===== src/rtl/note_sequencer.sv =====
// Loop step sequencer: records keycodes/rests, plays them back at a tempo.
// Optional staccato gate: define SEQ_GATE_EN.
module note_sequencer #(
    parameter int DEPTH     = 16,
    parameter int BASE_STEP = 6_000_000,
    localparam int AW = $clog2(DEPTH),
    localparam int LW = AW + 1
) (
    input  logic          hz12M,
    input  logic          n_rst,
    input  logic          rec_start,
    input  logic          play_start,
    input  logic          stop,
    input  logic          clear,
    input  logic          key_strobe,
    input  logic          rest_strobe,
    input  logic [3:0]    key_code,
    input  logic [1:0]    tempo_sel,
    output logic [3:0]    keycode,
    output logic          en,
    output logic [1:0]    state,
    output logic [AW-1:0] step_idx,
    output logic [LW-1:0] length,
    output logic          full
);
    localparam int TW = $clog2(BASE_STEP);
    localparam int PW = TW + 1;

    typedef enum logic [1:0] {
        IDLE = 2'b00,
        REC  = 2'b01,
        PLAY = 2'b10
    } st_t;

    st_t           st, st_nx;
    logic [LW-1:0] len_nx;
    logic          wr_en;
    logic [4:0]    wr_data;
    logic          go;
    logic [TW-1:0] tick;
    logic [PW-1:0] p;
    logic          wrap;
    logic          gate;
    logic [4:0]    cur;
    logic [4:0]    mem [DEPTH];

    assign state = st;
    assign cur   = mem[step_idx];
    assign p     = PW'(BASE_STEP) >> tempo_sel;
    // >= rather than == so a shortened period takes effect at once
    assign wrap  = ({1'b0, tick} >= p - PW'(1));

`ifdef SEQ_GATE_EN
    assign gate = ({1'b0, tick} < p - (p >> 2));
`else
    assign gate = 1'b1;
`endif

    always_comb begin
        st_nx   = st;
        len_nx  = length;
        wr_en   = 1'b0;
        wr_data = '0;
        go      = 1'b0;
        case (st)
            IDLE: begin
                priority case (1'b1)
                    stop: ;
                    rec_start: begin
                        st_nx  = REC;
                        len_nx = '0;
                    end
                    play_start: begin
                        if (length != '0) begin
                            st_nx = PLAY;
                            go    = 1'b1;
                        end
                    end
                    clear: len_nx = '0;
                    default: ;
                endcase
            end
            REC: begin
                priority case (1'b1)
                    stop: st_nx = IDLE;
                    rec_start: len_nx = '0;
                    play_start: begin
                        if (length != '0) begin
                            st_nx = PLAY;
                            go    = 1'b1;
                        end
                    end
                    clear: ;
                    key_strobe: begin
                        if (!full) begin
                            wr_en   = 1'b1;
                            wr_data = {1'b0, key_code};
                            len_nx  = length + LW'(1);
                        end
                    end
                    rest_strobe: begin
                        if (!full) begin
                            wr_en   = 1'b1;
                            wr_data = 5'b10000;
                            len_nx  = length + LW'(1);
                        end
                    end
                    default: ;
                endcase
            end
            PLAY: begin
                priority case (1'b1)
                    stop: st_nx = IDLE;
                    rec_start: begin
                        st_nx  = REC;
                        len_nx = '0;
                    end
                    play_start: go = 1'b1;
                    default: ;
                endcase
            end
            default: st_nx = IDLE;
        endcase
    end

    always_ff @(posedge hz12M or negedge n_rst) begin
        if (!n_rst) st <= IDLE;
        else        st <= st_nx;
    end

    always_ff @(posedge hz12M or negedge n_rst) begin
        if (!n_rst) begin
            length   <= '0;
            full     <= 1'b0;
            tick     <= '0;
            step_idx <= '0;
            keycode  <= '0;
            en       <= 1'b0;
        end else begin
            length <= len_nx;
            full   <= (len_nx == LW'(DEPTH));
            if (go) begin
                tick     <= '0;
                step_idx <= '0;
            end else if (st == PLAY) begin
                if (wrap) begin
                    tick     <= '0;
                    step_idx <= ({1'b0, step_idx} == length - LW'(1))
                              ? '0 : step_idx + AW'(1);
                end else begin
                    tick <= tick + TW'(1);
                end
            end
            if (st == PLAY && st_nx == PLAY) begin
                en <= !cur[4] && gate;
                if (!cur[4]) keycode <= cur[3:0];
            end else begin
                en <= 1'b0;
            end
        end
    end

    always_ff @(posedge hz12M) begin
        if (wr_en) mem[length[AW-1:0]] <= wr_data;
    end
endmodule


===== config.mk =====
export PLATFORM = sky130hd
export DESIGN_NAME = note_sequencer
export DESIGN_NICKNAME = d
export VERILOG_FILES = /design/src/rtl/note_sequencer.sv
export SDC_FILE = /design/constraint.sdc
export NUM_CORES = 1
export LEC_CHECK = 0
export CAP_MARGIN = 20
export CORE_ASPECT_RATIO = 0.8
export CORE_MARGIN = 1
export CORE_UTILIZATION = 45
export DETAILED_ROUTE_END_ITERATION = 8
export SLEW_MARGIN = 15
export SYNTH_ARGS = -nofsm -noshare
export SYNTH_HDL_FRONTEND = slang
export SYNTH_SLANG_ARGS = --single-unit

===== constraint.sdc =====
create_clock -name hz12M -period 3.6 [get_ports hz12M]
set_clock_uncertainty 0.2 [all_clocks]
set_input_delay 0.36 -clock hz12M [delete_from_list [all_inputs] [get_ports hz12M]]
set_output_delay 0.36 -clock hz12M [all_outputs]
set_load 0.02 [all_outputs]

Word-level counts from Yosys, hierarchy flattened
Memories as Yosys holds them, arrays and structs flattened.
Cells that the tools add are included.
- bits in registers: 40
- bits in latches: 0
- bits in writable memories: 80
- memory bits (read-only): 0
- bits of input ports: 14
- output and inout port bits: 17
- memories kept: 1
- memory list (name ; depth ; width ; read ports ; clocked after Yosys merged registers in ; wr ports ; RTL line ; RTL):
    mem ; 16 ; 5 ; 1 ; 0 ; 1 ; 45 ; logic [4:0] mem [DEPTH];
- add/sub/neg operators: 5
- multiply operators: 0
- div/mod/pow operators: 0
- magnitude comparators: 1
- equal/unequal tests: 5
- shift operators: 1
- multiplexer cells: 58
- bitwise gates (word level): 1
- reduce and logical (&&, ||, !) cells: 9
- operators with widths (kind ; count):
    $mux W5 ; 21
    $mux W23 ; 3
    $ge A23 B24 Y1 ; 1
    $shr A23 B2 Y24 const A ; 1
    $sub A24 B1 Y24 const B ; 1
    $add A23 B1 Y23 const B ; 1
    $mux W4 ; 5
    $mux W1 ; 18
    $mux W2 ; 8
    $pmux W5 S3 ; 1
    $pmux W2 S3 ; 1
    $add A5 B1 Y5 const B ; 1
    $eq A4 B5 Y1 ; 1
    $eq A5 B5 Y1 const B ; 1
    $reduce_bool A5 Y1 ; 1
    $sub A5 B1 Y5 const B ; 1
    $add A4 B1 Y4 const B ; 1
    $eq A2 B2 Y1 const B ; 2
    $reduce_and A2 Y1 ; 2
    $reduce_bool A2 Y1 ; 2
    $eq A2 B1 Y1 const B ; 1
    $logic_not A2 Y1 ; 1
    $pmux W1 S2 ; 1
    $reduce_or A2 Y1 ; 1
    3 further kinds ; 3

Longest topological paths before layout
Gate-level depths: netlist (run 1).
- depth in word-level cells: 10
- mapped depth: 14
- mapped depth without buffers: 12

Least setup slack after synthesis (run 1)
Ideal clock, no wire load.
- path kind: input-to-reg
- from: input port tempo_sel[0]
- to: register step_idx[3]
- arrival: 2874 ps
- slack: 404 ps
- stages on the path: 13
- path through: inv_1 -> ha_1 -> inv_1 -> or3_1 -> xnor2_1 -> ha_1 -> a2111oi_0 -> o21ai_0 -> o211ai_1 -> and3_1 -> a21oi_1 -> buf_2 -> a32o_1
- longest elaborated chain between the ends: 5
- ends and longest elaborated chain (what ; RTL line ; RTL):
    from (decl) ; 18 ; input logic [1:0] tempo_sel,
    $shr A23 B2 Y24 ; 49 ; assign p = PW'(BASE_STEP) >> tempo_sel;
    $sub A24 B1 Y24 ; 51 ; assign wrap = ({1'b0, tick} >= p - PW'(1));
    $ge A23 B24 Y1 ; 51 ;
    $reduce_bool A2 Y1 (no line) ; - ;
    $reduce_and A2 Y1 (no line) ; - ;
    to (signal assigned) ; 148 ; step_idx <= ({1'b0, step_idx} == length - LW'(1))
    to (decl) ; 22 ; output logic [AW-1:0] step_idx,
Every way passes these cells.
A chain may end at the register's enable or synchronous reset.

Worst setup path after layout (run 1)
- from: input port tempo_sel[1]
- to: register tick[5]
- longest elaborated chain between the ends: 6
- ends and longest elaborated chain (what ; RTL line ; RTL):
    $shr A23 B2 Y24 ; 49 ;
    $sub A24 B1 Y24 ; 51 ;
    $ge A23 B24 Y1 ; 51 ;
    $mux W23 ; 146 ; if (wrap) begin
    $mux W23 ; 145 ; end else if (st == PLAY) begin
    $mux W23 ; 142 ; if (go) begin
    to (signal assigned) ; 151 ; tick <= tick + TW'(1);
    to (decl) ; 40 ; logic [TW-1:0] tick;
Every way passes these cells. The select of a mux whose other input is x is not followed.

==> results of run 1 <==
## layer usage
metal  GRT usage [%]  vias up  share of wire (%)
met5               0        -                  0
met3            5.05       18                7.8
met1            32.7     1899                 50
met2            27.7      164                 41
li1                -     1866                  -
met4            5.90        0                1.3
## layout make-up
cell class | count | area, um2
inverters | 14 | 52.6
clock inverters | 15 | 141
multi-input cells | 308 | 2560
well taps | 175 | 219
fillers | 1084 | 5780
flip-flops and latches | 120 | 3400
clock buffers | 17 | 425
repair buffers | 53 | 470
## kinds of logic after synthesis
group / count (synthesis) / synth area share (%)
AO/OA/AOI/OAI: 63 / 7.66
XOR/XNOR: 21 / 3.02
multiplexers: 31 / 10.4
buffers and inverters: 30 / 2.20
adder cells (fa/ha/maj): 34 / 6.98
flip-flops: 120 / 55.9
AND/OR/NAND/NOR: 159 / 13.9
## what timing repair did
item	in CTS	in global routing
endpoints found under the setup margin	0	18
resized for setup	0	1
hold buffers	1	0
endpoints found under the hold margin	40	0
## flip-flops by register name (all words and copies together) (netlist names)
name,cells
en,1
full,1
keycode,4
length,5
mem,80
state,2
step_idx,4
tick,23
## worst max-delay path: stages
cell,delay [ps]
sky130_fd_sc_hd__clkdlybuf4s50_1,510
sky130_fd_sc_hd__inv_1,80
sky130_fd_sc_hd__ha_1,290
sky130_fd_sc_hd__or3_1,370
sky130_fd_sc_hd__xnor2_1,140
sky130_fd_sc_hd__ha_1,310
sky130_fd_sc_hd__a2111oi_0,390
sky130_fd_sc_hd__o21ai_0,150
sky130_fd_sc_hd__o211ai_1,140
sky130_fd_sc_hd__and3_1,230
sky130_fd_sc_hd__buf_4,130
sky130_fd_sc_hd__nand3_1,170
sky130_fd_sc_hd__o2bb2ai_1,200
## cell usage after synthesis (10+ instances only)
| master | count | area (um2) |
|---|---|---|
| sky130_fd_sc_hd__inv_1 | 14 | 52.6 |
| sky130_fd_sc_hd__nand3_1 | 14 | 70.1 |
| sky130_fd_sc_hd__xor2_1 | 11 | 96.3 |
| sky130_fd_sc_hd__nand4_1 | 10 | 62.6 |
| sky130_fd_sc_hd__nand2b_1 | 11 | 68.8 |
| sky130_fd_sc_hd__ha_1 | 34 | 425 |
| sky130_fd_sc_hd__edfxtp_1 | 80 | 2400 |
| sky130_fd_sc_hd__nor2_1 | 50 | 188 |
| sky130_fd_sc_hd__xnor2_1 | 10 | 87.6 |
| sky130_fd_sc_hd__dfrtp_1 | 40 | 1000 |
| sky130_fd_sc_hd__nand2_1 | 26 | 97.6 |
| sky130_fd_sc_hd__mux4_2 | 24 | 541 |
## layout by cell type, fill, tap and decap left out, types with 7 or more instances in the layout
master	netlist	final
sky130_fd_sc_hd__a21oi_1	9	8
sky130_fd_sc_hd__and3_1	7	7
sky130_fd_sc_hd__and2_1	8	8
sky130_fd_sc_hd__nor2_1	50	50
sky130_fd_sc_hd__nand2b_1	11	11
sky130_fd_sc_hd__clkbuf_16	0	17
sky130_fd_sc_hd__xnor2_1	10	10
sky130_fd_sc_hd__xor2_1	11	11
sky130_fd_sc_hd__nand2_1	26	26
sky130_fd_sc_hd__nor3_1	8	8
sky130_fd_sc_hd__inv_1	14	14
sky130_fd_sc_hd__nand3_1	14	14
sky130_fd_sc_hd__dfrtp_1	40	40
sky130_fd_sc_hd__buf_4	1	22
sky130_fd_sc_hd__mux4_2	24	24
sky130_fd_sc_hd__o21ai_0	8	8
sky130_fd_sc_hd__edfxtp_1	80	80
sky130_fd_sc_hd__ha_1	34	34
sky130_fd_sc_hd__clkdlybuf4s50_1	0	29
sky130_fd_sc_hd__nand4_1	10	10
## power by group through the flow
stage	clock network (mW)	logic [mW]	registers [mW]
floorplan	0	0.240	1.58
global placement	0	0.337	1.60
detailed placement	0	0.346	1.60
CTS	1.65	0.348	1.57
global route	1.71	0.389	1.59
finish	1.62	0.346	1.57
## through the flow
| stage | setup slack [ps] | hold WS [ps] | std cells |
|---|---|---|---|
| floorplan | 404 | -136 | 458 |
| global placement | -37.9 | 284 | 669 |
| detailed placement | -182 | 303 | 669 |
| CTS | 259 | 314 | 702 |
| global route | 23.8 | 332 | 702 |
| finish | 260 | 306 | 702 |
## how the worst min path moves through the flow
stage	from	endpoint	slack, ps	cells after the start
after floorplan	n_rst	en$_DFF_PN0_	-140	0
after global placement	tick[1]$_DFFE_PN0P_	tick[1]$_DFFE_PN0P_	280	2
after detailed placement	keycode[1]$_DFFE_PN0P_	keycode[1]$_DFFE_PN0P_	300	1
after CTS	keycode[3]$_DFFE_PN0P_	keycode[3]$_DFFE_PN0P_	310	1
after global routing	keycode[3]$_DFFE_PN0P_	keycode[3]$_DFFE_PN0P_	330	1
final	keycode[0]$_DFFE_PN0P_	keycode[0]$_DFFE_PN0P_	310	1
==> impl_summary.log, run 1 <==
[metrics] result of the run: finished clean
[metrics] combinational share of power: under 10%
[metrics] final antenna diode count: 0
[metrics] instance area at placement: 6690 um2
[metrics] DIE AREA: about 14000 um2
[metrics] minimum setup slack among reg-to-reg paths: approximately 600 ps
[metrics] measured slew at the worst slew-check pin: between 900 and 1000 ps
[metrics] Worst setup EP type: flop
[metrics] maximum clock insertion buffer count: 2
[metrics] net switching share of the total power: about 26%
[metrics] Worst slew margin: 35.6%
[metrics] area of the core: 13100 um2
[metrics] total of max-cap violations: 0
[metrics] post-CTS setup buffers: 0
[metrics] internal power: approximately 2.6 mW
[metrics] antenna violations before repair: 0
[metrics] max-slew violations: 0
[metrics] number of global-route vias before repair: just under 4000
[metrics] worst vdd rail ir drop: 0.000382 V
[metrics] clock latency at the later pin of the worst-skew pair: just over 400 ps
[metrics] Post-route DRC: 0
[metrics] root buf cell: sky130_fd_sc_hd__clkbuf_16
[metrics] reg2reg path depth: 4
[metrics] top-level I/O count: 31
[metrics] Setup Crit Path Kind: primary input to flop
[metrics] total net switching power: around 0.90 mW
[metrics] Final Hold Fails: 0
[metrics] setup repair after global routing missed its margin: false
[metrics] utilization after layout: between 50% and 60%
[metrics] design area: 7270 um2
[metrics] die outline height: between 100 and 150 um
[metrics] net count of the mapped netlist: between 500 and 600
[metrics] Highest Clock Rate: roughly 300 MHz
[metrics] power density relative to cell area: just under 500 nW/um2
[metrics] antenna viol nets, final: 0
[metrics] Final Critical Period: ~3300 ps
[metrics] global-route wire length before repair: around 22 mm
[metrics] endpoint of the most critical setup path: tick[5]$_DFFE_PN0P_
[metrics] total CTS buffers: 17
[metrics] total routing resource utilization after global routing: 20.7%
[metrics] Total Neg Setup Slack: 0 ps
[metrics] total number of vias: about 4000
[metrics] Final HPWL DP: between 9 and 10 mm
[metrics] final wirelength: around 13 mm
[metrics] area grow syn2layout: 19.3%
[metrics] number of synthesized flops with an enable pin: 80
[metrics] CP required: 3730 ps
[metrics] Routed wire per std cell: between 15 and 20 um
[metrics] sequential fraction of the synthesis area: about 56%
[metrics] Congestion Overflow GR: 0
[metrics] leakage power: ~2.7 nW
[metrics] post-CTS clock slew at the launch and capture registers of the worst setup and hold paths: about 60 ps
[metrics] Primary FF master, synth: sky130_fd_sc_hd__edfxtp_1
[metrics] relative contribution of the clock network to total power: 45.8%
[metrics] worst r2r src: step_idx[0]$_DFFE_PN0P_
[metrics] final total power: between 3 and 4 mW
[metrics] nature of the critical path startpoint: primary input
[metrics] routed vias/inst: between 5 and 6
[metrics] FFs w/ async S/R, synth: roughly 33%
[metrics] R2R Path End: keycode[1]$_DFFE_PN0P_
[metrics] total number of yosys warnings: 0
[metrics] Setup-failing EPs final: 0
[metrics] Crit path arrival time: between 3000 and 4000 ps
[metrics] effective utilization at floorplan: 46.7%
[metrics] period utilisation layout: between 90% and 100%
[metrics] RePlAce Congestion: roughly 0.86
[metrics] post-synthesis area per instance: 13.3 um2
[metrics] violation count after the first detailed-route iteration: approximately 330
[metrics] FP Rows: 37
[metrics] start point of the critical path: tempo_sel[1]
[metrics] fraction of final layout cells sized beyond drive strength 1: around 18%
[metrics] area of the mapped netlist: 6090 um2
[metrics] Max H-tree Level: 4
[metrics] Port Buf Inserts: 30
[metrics] clock sink count: 120
[metrics] number of nets in the final layout: around 560
[metrics] clock tree from TritonCTS: done
[metrics] flop and latch count out of synthesis: 120
[metrics] maximum fanout along the worst path: 4
[metrics] width of the chip: 132 um
[metrics] pin count of the biggest net entering global routing: 41
[metrics] Pre-Repair DR Iteration Count: 5
[metrics] Syn Inst Count: between 400 and 500
[metrics] sequential share of power: 44.5%
[metrics] Min-Delay Path Class: flop to flop
[metrics] number of distinct standard cells referenced by the synthesized netlist: 57
Note: power is estimated with default switching activity, not from simulation.
==> run 2, diff against run 1 <==
Clock period 3.6 ns to 3.3 ns, I/O delays scaled along.
==> run 2 against run 1 <==
  * Sequential cell count unchanged
  * Utilization increased by 1.2 points
  * Final area increased by 2.2%
  * Register-to-register slack got worse by 120 ps
  * Setup slack improved by 85 ps
  * Combinational power increased by 18%
  * Global-route usage increased by 0.90 points
  * First-iteration DRC count decreased by 5.5%
==> impl_summary.log, run 2 (synthesis results as in run 1) <==
[metrics] result of the run: finished clean
[metrics] clock latency at the later pin of the worst-skew pair: 420 ps (about the same)
[metrics] start point of the critical path: tempo_sel[0]
[metrics] max FFs per register: 80 (unchanged)
[metrics] reg2reg path depth: 4 (unchanged)
[metrics] Final HPWL DP: 9.91 mm (+5.1%)
[metrics] DIE AREA: 14000 um2 (unchanged)
[metrics] leakage power: 2.80 nW (+3.4%)
[metrics] RePlAce Congestion: 0.799 (-6.6%)
[metrics] nature of the critical path startpoint: primary input
[metrics] width of the chip: 132 um (unchanged)
[metrics] setup repair after global routing missed its margin: false
[metrics] routed vias/inst: 5.63 (+0.14%)
[metrics] Worst setup EP type: flop
[metrics] fraction of final layout cells sized beyond drive strength 1: 20.6% (+2.6 points)
[metrics] Final Hold Fails: 0 (unchanged)
[metrics] Final Hold Slack: 306 ps (-0.618 ps)
[metrics] Setup-failing EPs final: 0 (unchanged)
[metrics] commonest cells after routing, fill and taps aside: sky130_fd_sc_hd__edfxtp_1 (80), sky130_fd_sc_hd__nor2_1 (49), sky130_fd_sc_hd__dfrtp_1 (40)
[metrics] top-level I/O count: 31 (unchanged)
[metrics] total of max-cap violations: 0 (unchanged)
[metrics] most common cell after layout, fill and taps aside: sky130_fd_sc_hd__edfxtp_1
[metrics] worst path setup slack after routing: 346 ps (+85.4 ps)
[metrics] total number of vias: 4020 (+1.8%)
[metrics] final antenna diode count: 0 (unchanged)
[metrics] area of the core: 13100 um2 (unchanged)
[metrics] final wirelength: 13.8 mm (+4.7%)
[metrics] post-CTS clock slew at the launch and capture registers of the worst setup and hold paths: 50 ps (about the same)
[metrics] die outline height: 106 um (unchanged)
[metrics] pin count of the biggest net entering global routing: 41 (unchanged)
[metrics] area grow syn2layout: 22.0%
[metrics] Routed wire per std cell: 19.3 um (+2.9%)
[metrics] Worst slew margin: 38.4% (+2.8 points)
[metrics] Post-route DRC: 0 (unchanged)
[metrics] minimum setup slack among reg-to-reg paths: 480 ps (-120 ps)
[metrics] max-slew violations: 0 (unchanged)
[metrics] clock tree from TritonCTS: done
[metrics] antenna viol nets, final: 0 (unchanged)
[metrics] worst r2r src: step_idx[0]$_DFFE_PN0P_
[metrics] CP required: 3400 ps (-330 ps)
[metrics] worst setup slack before clock tree synthesis: -490 ps (-309 ps)
[metrics] Pre-Repair DR Iteration Count: 5 (unchanged)
[metrics] maximum clock insertion buffer count: 2 (unchanged)
[metrics] measured slew at the worst slew-check pin: 924 ps (-42.3 ps)
[metrics] violation count after the first detailed-route iteration: 310 (-5.5%)
[metrics] Max H-tree Level: 4 (unchanged)
[metrics] number of global-route vias before repair: 3984 (+2.0%)
[metrics] FP Rows: 37 (unchanged)
[metrics] maximum fanout along the worst path: 4 (unchanged)
[metrics] global-route wire length before repair: 22.2 mm (+3.0%)
[metrics] Port Buf Inserts: 30 (unchanged)
[metrics] Congestion Overflow GR: 0 (unchanged)
[metrics] endpoint of the most critical setup path: step_idx[3]$_DFFE_PN0P_
[metrics] total routing resource utilization after global routing: 21.6% (+0.90 points)
[metrics] power density relative to cell area: 523 nW/um2 (+7.4%)
[metrics] antenna violations before repair: 0 (unchanged)
[metrics] worst vdd rail ir drop: 0.000411 V (+7.7%)
[metrics] Min-Delay Path Class: flop to flop
[metrics] Crit path arrival time: 3060 ps (-410 ps)
[metrics] root buf cell: sky130_fd_sc_hd__clkbuf_16
[metrics] effective utilization at floorplan: 46.7% (unchanged)
[metrics] Highest Clock Rate: 338 MHz
[metrics] Setup Crit Path Kind: primary input to flop
[metrics] Final Critical Period: 2950 ps
[metrics] number of nets in the final layout: 574 (+2.1%)
[metrics] clock sink count: 120 (unchanged)
[metrics] R2R Path End: keycode[0]$_DFFE_PN0P_
[metrics] post-CTS setup buffers: 0 (unchanged)
[metrics] period utilisation layout: 89.5%
[metrics] total CTS buffers: 17 (unchanged)
[run 2: cell count changes in the layout (fill, tap and decap cells not counted), moves of 2 or more]
cell,previous run,this run
sky130_fd_sc_hd__clkinv_1,0,2
sky130_fd_sc_hd__dlymetal6s2s_1,0,2
sky130_fd_sc_hd__nand3_1,14,11
sky130_fd_sc_hd__inv_6,5,1
sky130_fd_sc_hd__o21ai_1,0,2
sky130_fd_sc_hd__buf_4,22,33
sky130_fd_sc_hd__nand3_2,0,3
sky130_fd_sc_hd__clkdlybuf4s50_1,29,27
sky130_fd_sc_hd__o21ai_0,8,6
sky130_fd_sc_hd__clkbuf_1,0,3
[run 2: repair_timing]
item,in CTS,in global routing
pin swaps,0,5
gates resized for setup,4,15
hold buffers,1,0
hold endpoints to repair,40,0
endpoints found under the setup margin,23,27
[run 2: worst min-delay path by stage]
| stage | depth (start not counted) | endpoint | slack, ps | startpoint |
|---|---|---|---|---|
| detailed placement | 1 | keycode[1]$_DFFE_PN0P_ | 300 | keycode[1]$_DFFE_PN0P_ |
| finish | 1 | keycode[3]$_DFFE_PN0P_ | 310 | keycode[3]$_DFFE_PN0P_ |
| global route | 1 | keycode[3]$_DFFE_PN0P_ | 330 | keycode[3]$_DFFE_PN0P_ |
| global placement | 1 | keycode[0]$_DFFE_PN0P_ | 290 | keycode[0]$_DFFE_PN0P_ |
| floorplan | 0 | en$_DFF_PN0_ | -170 | n_rst |
| CTS | 1 | keycode[1]$_DFFE_PN0P_ | 310 | keycode[1]$_DFFE_PN0P_ |
[run 2: metrics by stage]
stage	TNS (ps)	area [um2]	power, mW	std cells	utilization, %
after global routing	0	7430	4.04	714	56.9
after floorplan	0	6090	1.99	458	-
after detailed placement	-12100	6780	2.14	681	51.9
final	0	7430	3.89	714	56.9
after CTS	0	7370	3.91	714	56.5
after global placement	-7530	6780	2.13	681	51.9
[run 2: metal layers]
layer,track usage [%],routed length [um],up-vias
met1,33.9,7110,1995
met2,28.7,5690,132
met4,7.72,138,0
li1,-,-,1881
met5,0,0,-
met3,5.01,864,12
[run 2: final cells by class]
type | instances | area (um2)
inverter | 14 | 52.6
tap | 175 | 219
fill | 1068 | 5620
clock buffer | 20 | 437
multi-input combinational | 308 | 2620
sequential | 120 | 3400
timing repair buffer | 65 | 569
clock inverter | 12 | 128
[run 2: report_power, final]
| group | internal [mW] | total [mW] | switching, mW | leakage [nW] |
|---|---|---|---|---|
| Clock | 1.10 | 1.76 | 0.658 | 0.258 |
| Sequential | 1.64 | 1.71 | 0.0713 | 1.16 |
| Combinational | 0.202 | 0.409 | 0.208 | 1.39 |
| Total | 2.95 | 3.89 | 0.937 | 2.80 |
[run 2: worst max-delay path, cell delays in order]
cell and delay, ps:
sky130_fd_sc_hd__dlymetal6s2s_1 140, sky130_fd_sc_hd__inv_2 80, sky130_fd_sc_hd__ha_1 320, sky130_fd_sc_hd__or3_4 380, sky130_fd_sc_hd__xnor2_1 140, sky130_fd_sc_hd__ha_1 380, sky130_fd_sc_hd__o211ai_1 110, sky130_fd_sc_hd__o21ai_1 150
sky130_fd_sc_hd__o211ai_1 140, sky130_fd_sc_hd__and3_4 210, sky130_fd_sc_hd__buf_4 150, sky130_fd_sc_hd__a221o_1 340, sky130_fd_sc_hd__a32o_1 200
